**config.mk**
```make
export PLATFORM = sky130hd
export DESIGN_NAME = button_debounce
export DESIGN_NICKNAME = d
export VERILOG_FILES = /design/src/rtl/button_pkg.sv /design/src/rtl/sync_ff.sv /design/src/rtl/button_debounce.sv
export SDC_FILE = /design/constraint.sdc
export NUM_CORES = 1
export LEC_CHECK = 0
export ABC_AREA = 1
export BUFFER_PORTS_ARGS = -buffer_cell sky130_fd_sc_hd__buf_2
export CAP_MARGIN = 30
export CORE_ASPECT_RATIO = 0.5
export CORE_MARGIN = 4
export CORE_UTILIZATION = 54
export DETAILED_ROUTE_END_ITERATION = 8
export PLACE_DENSITY = 0.77
export RECOVER_POWER = 25
export SLEW_MARGIN = 10
export SYNTH_ARGS = -nofsm -noshare
export SYNTH_HDL_FRONTEND = slang
export SYNTH_SLANG_ARGS = --single-unit
```
**constraint.sdc**
```tcl
create_clock -name clk -period 3.1 [get_ports clk]
set_clock_uncertainty 0.1 [all_clocks]
set_input_delay 0.465 -clock clk [delete_from_list [all_inputs] [get_ports clk]]
set_output_delay 0.465 -clock clk [all_outputs]
set_load 0.05 [all_outputs]
```
**src/rtl/button_pkg.sv**
```systemverilog
// Shared types and constants for the push-button debouncer and its users.
package button_pkg;

  localparam int CLK_FREQ_HZ         = 100_000_000;
  localparam int DEF_DEBOUNCE_CYCLES = CLK_FREQ_HZ / 100;  // 10 ms
  localparam int DEF_LONG_CYCLES     = CLK_FREQ_HZ;        // 1 s
  localparam int DEF_SYNC_STAGES     = 2;

  typedef enum logic [1:0] {
    ST_RELEASED     = 2'd0,
    ST_PRESS_WAIT   = 2'd1,
    ST_PRESSED      = 2'd2,
    ST_RELEASE_WAIT = 2'd3
  } btn_state_t;

  function automatic int cnt_width(input int n);
    return (n > 1) ? $clog2(n) : 1;
  endfunction

endpackage

```
**src/rtl/sync_ff.sv**
```systemverilog
// Multi-stage flop synchronizer for a single asynchronous bit; reset clears every stage.
module sync_ff #(
  parameter int STAGES = 2
) (
  input  logic i_clk,
  input  logic i_rst_n,
  input  logic i_d,
  output logic o_q
);

  logic [STAGES-1:0] r_chain;

  always_ff @(posedge i_clk or negedge i_rst_n) begin
    if (!i_rst_n) begin
      r_chain <= '0;
    end else begin
      r_chain[0] <= i_d;
      for (int i = 1; i < STAGES; i++) begin
        r_chain[i] <= r_chain[i-1];
      end
    end
  end

  assign o_q = r_chain[STAGES-1];

endmodule

```
**src/rtl/button_debounce.sv**
```systemverilog
// Push-button debouncer: synchronizes, filters bounce, and emits press/release/long-press pulses.
//
// state           | meaning
// ST_RELEASED     | accepted level 0, input agrees
// ST_PRESS_WAIT   | accepted level 0, counting stable 1 samples
// ST_PRESSED      | accepted level 1, input agrees
// ST_RELEASE_WAIT | accepted level 1, counting stable 0 samples
module button_debounce
  import button_pkg::*;
#(
  parameter int DEBOUNCE_CYCLES = DEF_DEBOUNCE_CYCLES,
  parameter int LONG_CYCLES     = DEF_LONG_CYCLES,
  parameter int SYNC_STAGES     = DEF_SYNC_STAGES
) (
  input  logic clk,
  input  logic reset_n,
  input  logic btn_in,
  output logic btn_level,
  output logic btn_press,
  output logic btn_release,
  output logic btn_long
);

  if (DEBOUNCE_CYCLES < 1 || SYNC_STAGES < 2 || LONG_CYCLES <= DEBOUNCE_CYCLES) begin : g_bad_params
    $error("button_debounce: invalid DEBOUNCE_CYCLES/LONG_CYCLES/SYNC_STAGES");
  end

  localparam int DB_W   = cnt_width(DEBOUNCE_CYCLES);
  localparam int HOLD_W = cnt_width(LONG_CYCLES);
  localparam bit DB_SINGLE = (DEBOUNCE_CYCLES == 1);
  // The transition out of a stable state consumes the first agreeing sample,
  // so the wait state accepts when the count is two short of the target.
  localparam logic [DB_W-1:0]   DB_LAST   = DB_W'(DEBOUNCE_CYCLES - 2);
  localparam logic [HOLD_W-1:0] HOLD_LAST = HOLD_W'(LONG_CYCLES - 1);
  localparam logic [HOLD_W-1:0] HOLD_PRE  = HOLD_W'(LONG_CYCLES - 2);

  logic              w_s;
  btn_state_t        r_state, w_state_nxt;
  logic [DB_W-1:0]   r_db_cnt, w_db_nxt;
  logic [HOLD_W-1:0] r_hold_cnt, w_hold_nxt;
  logic              r_level, r_press, r_release, r_long;
  logic              w_press_nxt, w_release_nxt, w_long_nxt;

  sync_ff #(.STAGES(SYNC_STAGES)) u_sync (
    .i_clk   (clk),
    .i_rst_n (reset_n),
    .i_d     (btn_in),
    .o_q     (w_s)
  );

  always_comb begin
    w_state_nxt   = r_state;
    w_db_nxt      = r_db_cnt;
    w_press_nxt   = 1'b0;
    w_release_nxt = 1'b0;
    unique case (r_state)
      ST_RELEASED: begin
        if (w_s) begin
          w_db_nxt = '0;
          if (DB_SINGLE) begin
            w_state_nxt = ST_PRESSED;
            w_press_nxt = 1'b1;
          end else begin
            w_state_nxt = ST_PRESS_WAIT;
          end
        end
      end
      ST_PRESS_WAIT: begin
        if (!w_s) begin
          w_state_nxt = ST_RELEASED;
          w_db_nxt    = '0;
        end else if (r_db_cnt == DB_LAST) begin
          w_state_nxt = ST_PRESSED;
          w_db_nxt    = '0;
          w_press_nxt = 1'b1;
        end else begin
          w_db_nxt = r_db_cnt + DB_W'(1);
        end
      end
      ST_PRESSED: begin
        if (!w_s) begin
          w_db_nxt = '0;
          if (DB_SINGLE) begin
            w_state_nxt   = ST_RELEASED;
            w_release_nxt = 1'b1;
          end else begin
            w_state_nxt = ST_RELEASE_WAIT;
          end
        end
      end
      ST_RELEASE_WAIT: begin
        if (w_s) begin
          w_state_nxt = ST_PRESSED;
          w_db_nxt    = '0;
        end else if (r_db_cnt == DB_LAST) begin
          w_state_nxt   = ST_RELEASED;
          w_db_nxt      = '0;
          w_release_nxt = 1'b1;
        end else begin
          w_db_nxt = r_db_cnt + DB_W'(1);
        end
      end
      default: begin
        w_state_nxt = ST_RELEASED;
        w_db_nxt    = '0;
      end
    endcase
  end

  // Hold time runs from the accepted press and parks at its last value.
  always_comb begin
    w_hold_nxt = r_hold_cnt;
    w_long_nxt = 1'b0;
    if (w_press_nxt) begin
      w_hold_nxt = '0;
    end else if (r_level && (r_hold_cnt != HOLD_LAST)) begin
      w_hold_nxt = r_hold_cnt + HOLD_W'(1);
      w_long_nxt = (r_hold_cnt == HOLD_PRE);
    end
  end

  always_ff @(posedge clk or negedge reset_n) begin
    if (!reset_n) begin
      r_state    <= ST_RELEASED;
      r_db_cnt   <= '0;
      r_hold_cnt <= '0;
      r_level    <= 1'b0;
      r_press    <= 1'b0;
      r_release  <= 1'b0;
      r_long     <= 1'b0;
    end else begin
      r_state    <= w_state_nxt;
      r_db_cnt   <= w_db_nxt;
      r_hold_cnt <= w_hold_nxt;
      r_level    <= (w_state_nxt == ST_PRESSED) || (w_state_nxt == ST_RELEASE_WAIT);
      r_press    <= w_press_nxt;
      r_release  <= w_release_nxt;
      r_long     <= w_long_nxt;
    end
  end

  assign btn_level   = r_level;
  assign btn_press   = r_press;
  assign btn_release = r_release;
  assign btn_long    = r_long;

endmodule

```
==> reports/metrics.yaml <==
synth:
  synth_edf_count: 0
  synth_top_cell_by_area: "dfrtp_1"
  synthCells: 499
  syn-num-nets: 506
  synth.most_common_cell: "nand2_1"
  ys_seq_area_frac: 0.3793
  ys_warn_count: 0
  ys_top_cells_by_count: "153 x nand2_1, 61 x nor2_1, 59 x nand3_1"
  synth_cell_types: 35
  synthTopCellsByArea: "dfrtp_1 38%, nand2_1 16%, nand3_1 8.1%, nor2_1 6.3%, nand3_2 5.5%"
  synth_top_cell_area_share: 0.3793
  synthArstFlopShare: 1.000
  synth_area_sq_um: 3628
  synthFlopType: "dfrtp_1"
  avgSynthCellArea_sq_um: 7.272
  ys_seq_elements: 55
floorplan:
  row_count: 20
  coreArea_sq_um: 6281
  dieArea_sq_um: 8175
  io_pins: 7
  die_w_um: 123.9
  die_y_um: 65.97
  start_util: 0.5777
grt:
  gr-usage-met2: 0.3336
  grt_max_degree: 57
  grt.busiest_layer: "met2"
  grtUsageMet3: 0.03932
  grt.overflow.total: 0
  use_met1: 0.2932
  grt_first_pass_wirelength_mm: 13.50
  antenna_found_initial: 0
  grt_pass1_vias: 2887
  grt_usage: 0.2074
power:
  power_per_cell_area_nw_per_um2: 344.1
  p_comb_frac: 0.027
  intPower_mw: 1.027
  p_sw_frac: 0.2203
  seqPwrFrac: 0.551
  p_leak_nw: 1.779
  max-vdd-ir-drop_uv: 257.3
  pwr-share-clk: 0.422
  switching_power_uw: 290.1
sta:
  min_period_ns: 2.428
  rsz0062_at_grt: "no"
  finalSetupTns_ns: 0
  setup_ws_ns: 0.6723
  max-slew-margin-rel: 0.2324
  period_share: 0.7831
  drv_slew: 0
  worst_pin_slew_ns: 1.151
  setup_violations: 0
  hold_violations: 0
  max_freq_mhz: 411.9
setup_path:
  cp_max_fo: 15
  arrival_ns: 2.56
  r2r_setup_slack_ns: 0.67
  r2r-start: "r_hold_cnt[0]"
  critPathCaptureType: "register"
  crit_path_start: "r_hold_cnt[0]"
  cp.required_ns: 3.23
  start_kind: "register"
  worstSetupPathType: "reg2reg"
detailed_routing:
  drt-pass1-iter-count: 5
  vias_per_cell: 5.353
  wl_per_cell_um: 12.63
  drtIter0Drc: 264
  drc: 0
  ant_nets: 0
  via_count: 3158
  totalWireLength_mm: 7.452
worst_hold_path:
  min_path_type: "in2reg"
  hold_start: "btn_in"
cts:
  post_cts_resized: 0
  tritoncts: "yes"
  postCtsSetupRepairBufs: 0
  hold_buffers: 0
  clkTransAtPathRegs_ns: 0.07
  htreeDepth: 2
  numCtsBuffers: 5
  cts.sinks: 55
  clock-root-buffer: "clkbuf_16"
  insertion_delay_ns: 0.29
  cts_max_path_buffers: 2
status:
  status: "complete, no violations"
cells_and_area:
  fill_cells: 580
  n_antenna_cell: 0
  nNetsFinal: 509
  syn_to_final_growth_pct: 5.448
  drive_gt1_frac: 0.1135
placement:
  finalWeightedCongestion: 0.9199
  pre_cts_ws_ns: 0.6819
  post-dp-hpwl_mm: 5.521
  port_buffers: 6
job:
  maxCapViolCount: 0
[per-stage QoR]
stage	cell area, sq um	hold WS, ns	power (mW)	instances	util
finish	3826	0.1783	1.317	590	0.6092
global route	3826	0.1672	1.369	590	0.6092
CTS	3830	0.04499	1.331	590	0.6098
detailed placement	3689	0.2472	0.7767	583	0.5873
global placement	3689	0.2330	0.7758	583	0.5873
floorplan	3628	0.06941	0.7533	499	-
[routing by layer]
layer,vias to the layer above,share of wire
li1,1614,-
met1,1458,0.50
met2,79,0.45
met3,7,0.049
met4,0,0.0076
met5,-,0
[critical path, cell delays in order, from the launching register on]
cell	delay (ns)
dfrtp_1	0.45
ha_1	0.30
inv_2	0.10
nor2_4	0.06
nand2_4	0.08
clkinv_2	0.08
nand2_4	0.08
o21a_1	0.56
buf_4	0.36
nand3_1	0.11
nand2_1	0.09
[path summary, 6_finish.rpt]
check                                     to  cells after the start
max                            r_hold_cnt[3]                     10
min                        u_sync.r_chain[0]                      1
max reg2reg                    r_hold_cnt[3]                     10
min reg2reg                u_sync.r_chain[1]                      0
max in group asynchronous      r_hold_cnt[3]                      2
min in group asynchronous         r_state[0]                      1
[layout by cell type, fill, tap and decap left out]
cell / instances
clkbuf_1: 1
o21a_1: 1
nand2_1: 153
nand4_2: 1
nor4_1: 1
nand3_2: 20
xor2_1: 18
a21oi_1: 5
inv_2: 9
nor2_1: 61
buf_2: 5
buf_4: 3
clkinvlp_4: 1
xnor2_1: 6
nor2_4: 2
nand4_1: 9
clkinv_2: 1
inv_1: 37
dfrtp_1: 55
nand3_1: 59
clkbuf_2: 1
o21ai_4: 1
clkbuf_16: 5
nand2_4: 2
a31oi_1: 1
nor2_2: 4
o21ai_0: 9
nand2_2: 1
nor3_1: 5
o22ai_1: 5
o21ai_1: 5
nor4b_1: 1
inv_6: 1
nand3b_1: 7
clkinv_1: 1
o21bai_1: 1
ha_1: 4
[final cells by class]
| cell class | instances | area [sq um] | area share |
|---|---|---|---|
| Multi-Input combinational cell | 382 | 1961 | 0.5124 |
| Sequential cell | 55 | 1376 | 0.3597 |
| Inverter | 48 | 181.4 | 0.04742 |
| Clock buffer | 5 | 125.1 | 0.03270 |
| Tap cell | 88 | 110.1 | 0.02878 |
| Timing Repair Buffer | 10 | 56.30 | 0.01472 |
| Clock inverter | 2 | 16.27 | 0.004251 |
[cells by family (layout without fill, tap and decap cells)]
| kind of cell | count (synthesis) | count (layout) | synth area share |
|---|---|---|---|
| fa+ha+maj | 4 | 4 | 0.01379 |
| buf+inv | 62 | 65 | 0.08034 |
| xor+xnor | 24 | 24 | 0.05793 |
| flops | 55 | 55 | 0.3793 |
| simple gates | 326 | 326 | 0.4234 |
| compound gates | 28 | 28 | 0.04517 |
[power groups by stage]
stage / combinational, mW / clock (mW) / sequential (mW)
CTS: 0.0380 / 0.569 / 0.725
detailed placement: 0.0379 / 0 / 0.739
global route: 0.0427 / 0.601 / 0.725
floorplan: 0.0151 / 0 / 0.738
global placement: 0.0373 / 0 / 0.739
finish: 0.0356 / 0.556 / 0.725
[sequential cells by signal (all words and copies together), names as in the netlist]
name	cells
r_db_cnt	20
btn_level	1
btn_long	1
btn_release	1
u_sync.r_chain	2
btn_press	1
r_state	2
r_hold_cnt	27
No activity file was read; power rests on OpenSTA's default activity.
